## src/rtl/sipo_deserializer.sv

```systemverilog
// sipo_deserializer: receive end of the PISO shift-register link.
// Reassembles framed serial bits into WIDTH-bit words and hands each word
// downstream through a one-entry valid/ready holding register. Dropped
// words and restarted frames are reported as one-cycle pulses.
module sipo_deserializer #(
   parameter int WIDTH     = 4,
   parameter bit LSB_FIRST = 1'b1
) (
   input  logic             clk,
   input  logic             rst_n,
   input  logic             sin,
   input  logic             sin_valid,
   input  logic             sin_start,
   output logic [WIDTH-1:0] pout,
   output logic             pout_valid,
   input  logic             pout_ready,
   output logic             busy,
   output logic             overrun,
   output logic             frame_err
);

   localparam int CW = (WIDTH > 2) ? $clog2(WIDTH) : 1;
   localparam logic [CW-1:0] CNT_LAST = CW'(WIDTH - 1);
   localparam logic [CW-1:0] CNT_ONE  = CW'(1);

   typedef enum logic {
      IDLE  = 1'b0,
      SHIFT = 1'b1
   } state_t;

   state_t           state_q, state_d;
   logic [WIDTH-1:0] sr_q, sr_d;
   logic [CW-1:0]    cnt_q, cnt_d;
   logic [WIDTH-1:0] pout_q, pout_d;
   logic             pout_valid_q, pout_valid_d;
   logic             overrun_q, overrun_d;
   logic             frame_err_q, frame_err_d;
   logic [WIDTH-1:0] sr_ins;
   logic             word_done;

   // The shift direction decides where the first bit of a frame ends up.
   generate
      if (LSB_FIRST) begin : g_lsb_first
         assign sr_ins = {sin, sr_q[WIDTH-1:1]};
      end else begin : g_msb_first
         assign sr_ins = {sr_q[WIDTH-2:0], sin};
      end
   endgenerate

   // Frame tracking, word completion and holding-register handshake.
   always_comb begin
      state_d      = state_q;
      sr_d         = sr_q;
      cnt_d        = cnt_q;
      pout_d       = pout_q;
      pout_valid_d = pout_valid_q;
      overrun_d    = 1'b0;
      frame_err_d  = 1'b0;
      word_done    = 1'b0;

      if (sin_valid) begin
         unique case (state_q)
            IDLE: begin
               if (sin_start) begin
                  sr_d    = sr_ins;
                  cnt_d   = CNT_ONE;
                  state_d = SHIFT;
               end
            end
            SHIFT: begin
               sr_d = sr_ins;
               if (sin_start) begin
                  frame_err_d = 1'b1;
                  cnt_d       = CNT_ONE;
               end else if (cnt_q == CNT_LAST) begin
                  word_done = 1'b1;
                  cnt_d     = '0;
                  state_d   = IDLE;
               end else begin
                  cnt_d = cnt_q + CNT_ONE;
               end
            end
            default: begin
               state_d = IDLE;
            end
         endcase
      end

      if (word_done) begin
         if (!pout_valid_q || pout_ready) begin
            pout_d       = sr_ins;
            pout_valid_d = 1'b1;
         end else begin
            overrun_d = 1'b1;
         end
      end else if (pout_valid_q && pout_ready) begin
         pout_valid_d = 1'b0;
      end
   end

   // State registers; reset abandons any partial frame silently.
   always_ff @(posedge clk or negedge rst_n) begin
      if (!rst_n) begin
         state_q      <= IDLE;
         sr_q         <= '0;
         cnt_q        <= '0;
         pout_q       <= '0;
         pout_valid_q <= 1'b0;
         overrun_q    <= 1'b0;
         frame_err_q  <= 1'b0;
      end else begin
         state_q      <= state_d;
         sr_q         <= sr_d;
         cnt_q        <= cnt_d;
         pout_q       <= pout_d;
         pout_valid_q <= pout_valid_d;
         overrun_q    <= overrun_d;
         frame_err_q  <= frame_err_d;
      end
   end

   assign pout       = pout_q;
   assign pout_valid = pout_valid_q;
   assign busy       = (state_q == SHIFT);
   assign overrun    = overrun_q;
   assign frame_err  = frame_err_q;

endmodule

```

## config.mk

```make
export PLATFORM = sky130hd
export DESIGN_NAME = sipo_deserializer
export DESIGN_NICKNAME = d
export VERILOG_FILES = /design/src/rtl/sipo_deserializer.sv
export SDC_FILE = /design/constraint.sdc
export NUM_CORES = 1
export LEC_CHECK = 0
export BUFFER_PORTS_ARGS = -buffer_cell sky130_fd_sc_hd__buf_2
export CORE_AREA = 8 8 45 47
export CTS_BUF_LIST = sky130_fd_sc_hd__clkbuf_16
export DETAILED_ROUTE_END_ITERATION = 10
export DIE_AREA = 0 0 53 55
export SLEW_MARGIN = 25
export SYNTH_ARGS = -nofsm -noshare
export SYNTH_HDL_FRONTEND = slang
export SYNTH_SLANG_ARGS = --single-unit
```

## constraint.sdc

```tcl
create_clock -name clk -period 2.15 [get_ports clk]
set_clock_uncertainty 0.05 [all_clocks]
set_input_delay 0.3225 -clock clk [delete_from_list [all_inputs] [get_ports clk]]
set_output_delay 0.3225 -clock clk [all_outputs]
set_load 0.03 [all_outputs]
```

==> results.cfg <==
[status]
status = finished, final reports clean

[timing]
layout_setup_ws_ps = 692
post-route-min-period_ps = 1460
timing.setup.tns_ps = 0
max_freq_mhz = 686
slew_headroom_pct = 71.3
rsz0062_at_grt = false
setup_viol = 0
fin_crit_sh_pct = 67.8
hold_violations = 0
drv_slew = 0
worst_pin_slew_ps = 426

[floorplanning]
die_height_um = 55
rows = 14
dieArea_um2 = 2920
die_width_um = 53
core-area_um2 = 1380
start_util_pct = 39.2
pin_count = 14

[yosys]
synth_area_um2 = 543
synth.largest_area_cell = dfrtp_1
ys_ff_latch = 13
netlist_instances = 38
synth_top_area_share_pct = 59.9
synth_area_leaders = dfrtp_1, mux2_2, nand4b_4, o21a_1, nor2b_4
avgSynthCellArea_um2 = 14.3
syn-num-nets = 45
synth_cell_type_count = 17
seq_area_frac_synth_pct = 59.9
ys_warn_count = 0

[detailed_routing]
drtIter0Drc = 3
dr.pass1.iters = 4
avgRoutedWirePerCell_um = 12.7
vias_per_cell = 4.99
vias = 354
drc = 0
routed_wl_um = 904
ant_nets = 0

[clocking]
clock_sinks = 13
cts_root_buffer = clkbuf_16
clk_pin_slew_ps = 40
post-cts-setup-buffers = 0
cts_buffer_depth = 2
clock_latency_ps = 240
cts_made_buffers = 3
cts-resized-gates = 0
cts_tree = done
cts-htree-levels = 1

[final_layout]
fill_cells = 119
utilization_pct = 51.4
areaGrowthSynthToFinish_pct = 31.1
mostFrequentLayoutCells = dfrtp_1, buf_2, mux2_2
diodes = 0
drive_above_1_share_pct = 49.1
fin_nets = 63

[setup_path]
rrSetupSlack_ps = 690
crit_chain = ha_1, nand4b_4, nor2b_4, mux2_2
cp_slowest_cell = dfrtp_1
crit_type = reg2reg
cp-start-kind = flop
crit_fanout = 4
cp-end-kind = flop
max_stage_delay_ps = 380
crit_arrival_ps = 1530
required_ps = 2220

[placed_design]
dpl_worst_slack_ps = 687
gp_congestion = 0.753
portBuffers = 13

[pwr]
p_per_area_nw_per_um2 = 1500
p_leak_uw = 0.000355
vdd.ir_drop.worst_v = 0.000581

[grt]
antenna_found_initial = 0
grt_max_degree = 14
track_usage_pct = 7.02
grt_pass1_vias = 316
grt_pass1_wl_um = 1410
grt_overflow = 0

[flow_run]
drv_cap = 0

[min_path]
min_path_type = in2reg
worst max-delay path: cells and delay by family, from the launching register on:
family | cells | cell delay [ps]
adder cells (fa/ha/maj) | 1 | 230
flip-flops | 1 | 380
multiplexers | 1 | 350
AND/OR/NAND/NOR | 2 | 330
cell type report:
cell class              instances  area [um^2]  area share [%]
flip-flops and latches         13          325            45.7
clock inverters                 1         3.75           0.527
inverters                       1         3.75           0.527
well taps                      16         20.0            2.81
multi-input cells              23          209            29.3
clock buffers                   3         75.1            10.5
repair buffers                 14         75.1            10.5
state kept, by name (all words and copies together), names as in the netlist:
name        cells
pout_valid      1
pout            4
sr_q            3
cnt_q           2
overrun         1
busy            1
frame_err       1
Yosys cell counts, drive strengths merged:
cell	number
and3	1
a22o	1
nand2	2
nor2	1
o21a	2
nand2b	1
nand4b	1
dfrtp	13
inv	1
buf	1
nor2b	1
o21ai	1
o22ai	1
o22a	1
mux2	7
ha	1
nand3	2
routing by layer:
metal	GRT usage, %	vias to the layer above	routed length (um)
met2	9.77	11	413
li1	-	173	-
met1	7.84	167	369
met5	0	-	0
met3	3.21	3	91
met4	6.47	0	29
metrics by stage:
step / cell area, um^2 / total power (uW) / std cells / hold WS [ps]
2_1_floorplan: 543 / 649 / 38 / -23.1
3_3_place_gp: 623 / 735 / 66 / 174
3_5_place_dp: 623 / 744 / 66 / 174
4_1_cts: 712 / 1090 / 71 / 281
5_1_grt: 712 / 1130 / 71 / 291
6_report: 712 / 1070 / 71 / 287
path summary, 6_finish.rpt:
path | start | endpoint | cells after the start
max in group asynchronous | rst_n | cnt_q[0] | 2
max | cnt_q[0] | pout[3] | 4
min | sin | sr_q[3] | 2
max reg2reg | cnt_q[0] | pout[3] | 4
min reg2reg | pout[0] | pout[0] | 1
min in group asynchronous | rst_n | pout_valid | 2
where the power goes:
group / switching (uW) / internal (uW) / leakage, uW
logic: 192 / 144 / 0.000154
clock network: 93.1 / 244 / 0.0000423
registers: 62.6 / 335 / 0.000158
total: 348 / 723 / 0.000355
logic make-up after synthesis:
group,after synthesis,synth area share [%]
and+or+nand+nor,9,13.4
adders and majority gates,1,2.30
DFF,13,59.9
muxes,7,14.5
buffers and inverters,2,1.61
AOI/OAI and AO/OA,6,8.29
what timing repair did:
| item | 4_1_cts | 5_1_grt |
|---|---|---|
| hold endpoints to repair | 13 | 0 |
| hold buffers | 1 | 0 |
| setup endpoints to repair | 0 | 0 |
Note: power is estimated with default switching activity, not from simulation.
